`config.mk`:
```
export PLATFORM = sky130hd
export DESIGN_NAME = pixel_mux
export DESIGN_NICKNAME = d
export VERILOG_FILES = /design/src/rtl/pixel_mux.sv
export SDC_FILE = /design/constraint.sdc
export NUM_CORES = 1
export LEC_CHECK = 0
export ABC_AREA = 1
export CORE_MARGIN = 2
export CORE_UTILIZATION = 34
export CTS_CLUSTER_SIZE = 25
export DETAILED_ROUTE_END_ITERATION = 8
export GPL_ROUTABILITY_DRIVEN = 0
export PLACE_DENSITY = 0.79
export RECOVER_POWER = 25
export SLEW_MARGIN = 20
export SYNTH_ARGS = -nofsm -noshare
export SYNTH_HDL_FRONTEND = slang
export SYNTH_SLANG_ARGS = --single-unit
```
`constraint.sdc`:
```
create_clock -name clk -period 1.4 [get_ports clk]
set_clock_uncertainty 0.05 [all_clocks]
set_input_delay 0.14 -clock clk [delete_from_list [all_inputs] [get_ports clk]]
set_output_delay 0.14 -clock clk [all_outputs]
set_load 0.02 [all_outputs]
```
`src/rtl/pixel_mux.sv`:
```
// rtl/pixel_mux.sv - NES-style background/sprite pixel priority mux with palette lookup and sprite-0 hit.
// Optional macro PIXMUX_GRAYSCALE_EN masks the output color to its luma bits when grayscale is set.
module pixel_mux #(
  parameter int LEFT_CLIP_W = 8
) (
  input  logic        clk,
  input  logic        rst,
  input  logic        pix_valid,
  input  logic [7:0]  x,
  input  logic [3:0]  bg_pix,
  input  logic [3:0]  spr_pix,
  input  logic        spr_pri,
  input  logic        spr0,
  input  logic        show_bg,
  input  logic        show_spr,
  input  logic        show_bg_left,
  input  logic        show_spr_left,
  input  logic        rendering,
  input  logic [13:0] vaddr,
  input  logic        grayscale,
  input  logic        frame_start,
  output logic [4:0]  pal_addr,
  input  logic [7:0]  pal_data,
  output logic [5:0]  color_o,
  output logic        color_valid,
  output logic        spr0_hit
);

  logic [4:0] r_pal_addr;
  logic [5:0] r_color;
  logic [2:0] r_valid;
  logic       r_spr0_hit;

  logic       w_in_clip;
  logic       w_bg_opaque;
  logic       w_spr_opaque;
  logic       w_hit;
  logic [4:0] w_sel_addr;
  logic [5:0] w_color_next;
  logic       w_unused;

  always_comb begin
    w_in_clip    = ({24'd0, x} < LEFT_CLIP_W);
    w_bg_opaque  = (bg_pix[1:0] != 2'd0) && show_bg && !(w_in_clip && !show_bg_left);
    w_spr_opaque = (spr_pix[1:0] != 2'd0) && show_spr && !(w_in_clip && !show_spr_left);
    w_hit        = rendering && spr0 && w_bg_opaque && w_spr_opaque && (x != 8'd255);
    w_sel_addr   = 5'h00;
    // Outside rendering the CPU's VRAM pointer exposes the palette directly.
    if (!rendering) begin
      if (vaddr[13:8] == 6'h3F) begin
        w_sel_addr = vaddr[4:0];
      end
    end else if (w_spr_opaque && (!w_bg_opaque || !spr_pri)) begin
      w_sel_addr = {1'b1, spr_pix};
    end else if (w_bg_opaque) begin
      w_sel_addr = {1'b0, bg_pix};
    end
  end

`ifdef PIXMUX_GRAYSCALE_EN
  assign w_color_next = grayscale ? (pal_data[5:0] & 6'h30) : pal_data[5:0];
`else
  assign w_color_next = pal_data[5:0];
`endif

  assign w_unused = &{1'b0, grayscale, pal_data[7:6], vaddr[7:5]};

  always_ff @(posedge clk or posedge rst) begin
    if (rst) begin
      r_pal_addr <= 5'h00;
      r_color    <= 6'h00;
      r_valid    <= 3'b000;
      r_spr0_hit <= 1'b0;
    end else begin
      r_valid <= {r_valid[1:0], pix_valid};
      if (pix_valid) begin
        r_pal_addr <= w_sel_addr;
      end
      // r_valid[1] marks the cycle where palette RAM data for our address is present.
      if (r_valid[1]) begin
        r_color <= w_color_next;
      end
      if (frame_start) begin
        r_spr0_hit <= 1'b0;
      end else if (pix_valid && w_hit) begin
        r_spr0_hit <= 1'b1;
      end
    end
  end

  assign pal_addr    = r_pal_addr;
  assign color_o     = r_color;
  assign color_valid = r_valid[2];
  assign spr0_hit    = r_spr0_hit;

endmodule

```
==> run metrics <==
status finished clean; htree depth 1; Critical Path Start Type primary input; fillers between 200 and 250; CP Capture Type register; post-synth net total ~150; via count of the routed design around 900; GR Overflow Total 0; Final min period approximately 1.2 ns; Simple-Gate Fraction of Synth Area around a third; drt total wl 2.11 mm; Synth top area share 42.0%; ANT cells 0; wire per inst roughly 11 µm; Core Region approximately 0.0025 mm²; Die Height 55.3 µm; worst-margin pin slew 0.529 ns; cell area after synthesis 895 µm²; crit path DAT around 1.4 ns; Synth warnings 0; Clock Path Buffers 2; Worst-path clk slew ~0.08 ns; first-iteration detailed-routing DRC count 14; CP dominant cell by count nand2_1; largest net degree at the start of global routing 16; Area after DPL 0.00150 mm²; ANT nets after route 0; # nets final 207; synth unique cells 23; largest family of logic cells by synthesized area simple AND/OR/NAND/NOR gates; Fin. Hold Viols 0; Hold-fix buffers, CTS 0; die span in x approximately 55 µm; initial core utilization ~36%; Max IR drop VDD approximately 430 µV; fmax between 800 and 900 MHz; largest fanout on the critical path 4; Hold Crit Class in -> async; Clk Latency, worst-skew pair between 0.2 and 0.3 ns; post-synthesis register bit count 15; Vias per Instance 4.74; Synth Area in XOR/XNOR 0%; Area Overhead vs Synth 68.4%; Critical R2R Launch r_valid[1]; I/O pins 63; required time of the critical path approximately 1.6 ns; Synth area leaders dfrtp_1 (42%), mux2_2 (7.6%), nand3_2 (6.7%); TritonRoute pass-1 iters 4; Cells after Synth 95; compound-cell area share of the yosys netlist 7.83%; crit-path max cell delay between 0.4 and 0.5 ns; critical path class in -> reg; Reg2Reg Setup Slack ~0.36 ns; Final Max Slew Viols 0; Avg Cell Area, Syn between 9 and 10 µm²; Site Rows 18; CTS tree done; Reg2Reg Depth 1; Max-Slew Margin vs Limit around two thirds; Die Area between 0.003 and 0.004 mm²; Port Buf Inserts 56; final cell count without fillers between 150 and 200; Slowest cell on crit path clkdlybuf4s50_1; crit-path cells clkdlybuf4s50_1 > nand2_1 > nor4_4 > nand2_1 > nand2_1 > inv_1 > a21oi_2; setup violators final 0; Inst Count DP roughly 180; vias in the first global route 893; Total GRT Usage roughly 15%; max_cap viols 0; R2R Path End color_o[5]; Num CTS Buffers 3; Remaining DRCs 0; dpl hpwl about 1.9 mm; layout cell share with drive strength beyond 1 between 10% and 20%; RSZ-0062 raised after global routing no; final instance area approximately 0.0015 mm²; Synth Area in Adders 0%; static leakage about 0.00067 µW; Clock Sinks 15; fin util about three fifths; Period Utilization, post-route between 80 and 90%; sequential fraction of the synthesis area 42.0%; Root Driver clkbuf_4; PD cells 712 mW/mm²; first-pass GRT wire length between 3 and 4 mm; initial antenna violation count 0; post-synthesis mux area share under 10%; Pwr Total approximately 1100 µW; worst hold slack roughly 0.29 ns; largest area contributor in the netlist dfrtp_1
==> metal layers <==
| layer | GRT usage, % | up-vias | share of wire [%] |
|---|---|---|---|
| li1 | - | 435 | - |
| met1 | 15.3 | 402 | 36 |
| met2 | 28.6 | 45 | 55 |
| met3 | 3.51 | 0 | 9.2 |
| met4 | 4.18 | 0 | 0 |
| met5 | 0 | - | 0 |
==> logic make-up after synthesis <==
group,Yosys count
AOI/OAI and AO/OA,9
buffers and inverters,17
DFF,15
muxes,6
and+or+nand+nor,48
==> synth_stat cells <==
cell type	count
nor2_1	6
nand2_1	16
nor4_1	1
dfrtp_1	15
o21a_1	1
nand3_2	6
inv_1	14
buf_6	1
nand4_4	1
a21oi_1	1
nor4_4	1
a21oi_2	4
nand3_1	9
o21ai_0	1
buf_4	1
nor2_4	3
mux2_2	6
clkbuf_1	1
o211ai_2	1
o21ai_1	1
nand2_4	1
nand4_1	3
nor2_2	1
==> cell usage in the layout, fill, tap and decap left out <==
cell type,Yosys,layout
nor2_2,1,1
nand2_4,1,1
nor2_4,3,3
nand3_1,9,9
nand4_1,3,3
o21ai_0,1,1
clkdlybuf4s50_1,0,42
nand3_2,6,6
nand2_1,16,16
o211ai_2,1,1
clkbuf_1,1,2
inv_1,14,14
a21oi_1,1,1
o21ai_1,1,1
dlygate4sd2_1,0,13
nor2_1,6,6
nor4_4,1,1
clkbuf_4,0,3
mux2_2,6,6
nor4_1,1,1
dfrtp_1,15,15
buf_4,1,3
dlygate4sd3_1,0,1
a21oi_2,4,4
nand4_4,1,1
o21a_1,1,1
==> final cells by class <==
type,instances,area (µm²),share of cell area (%)
Clock buffer,4,26.3,1.74
Inverter,14,52.6,3.49
Multi-Input combinational cell,63,444,29.5
Sequential cell,15,375,24.9
Tap cell,30,37.5,2.49
Timing Repair Buffer,60,571,37.9
==> state kept, by name, indices dropped and copies added, names as in the netlist <==
register and flops:
color_o 6, pal_addr 5, spr0_hit 1, r_valid 3
==> what timing repair did <==
action | 4_1_cts | 5_1_grt
setup buffers | 0 | 0
endpoints found under the setup margin | 13 | 0
endpoints found under the hold margin | 0 | 0
gates resized for setup | 13 | 0
==> metrics by stage <==
stage	worst slack, ns	setup TNS (ns)
finish	0.166	0
global route	0.0726	0
CTS	0.178	0
detailed placement	-0.125	-0.574
global placement	-0.0983	-0.431
floorplan	0.337	0
==> report_power, final <==
group,leakage (µW),switching [µW],total [µW],internal [µW]
sequential,0.000180,19.4,489,470
combinational,0.000475,158,351,193
clock,0.0000150,122,233,110
total,0.000670,300,1070,773
==> worst max-delay path by stage <==
stage / end / from / slack (ns)
after CTS: pal_addr[1] / vaddr[11] / 0.18
after global placement: pal_addr[4] / x[5] / -0.1
final: pal_addr[1] / vaddr[11] / 0.17
after detailed placement: pal_addr[4] / x[5] / -0.12
after global routing: pal_addr[4] / x[7] / 0.07
after floorplan: color_o[0] / r_valid[1] / 0.34
==> critical path: cells and delay by family <==
kind | cells | cell delay, ns
AOI/OAI and AO/OA | 1 | 0.11
buffers and inverters | 2 | 0.51
and+or+nand+nor | 4 | 0.64
Power figures use the tool's default switching activity.
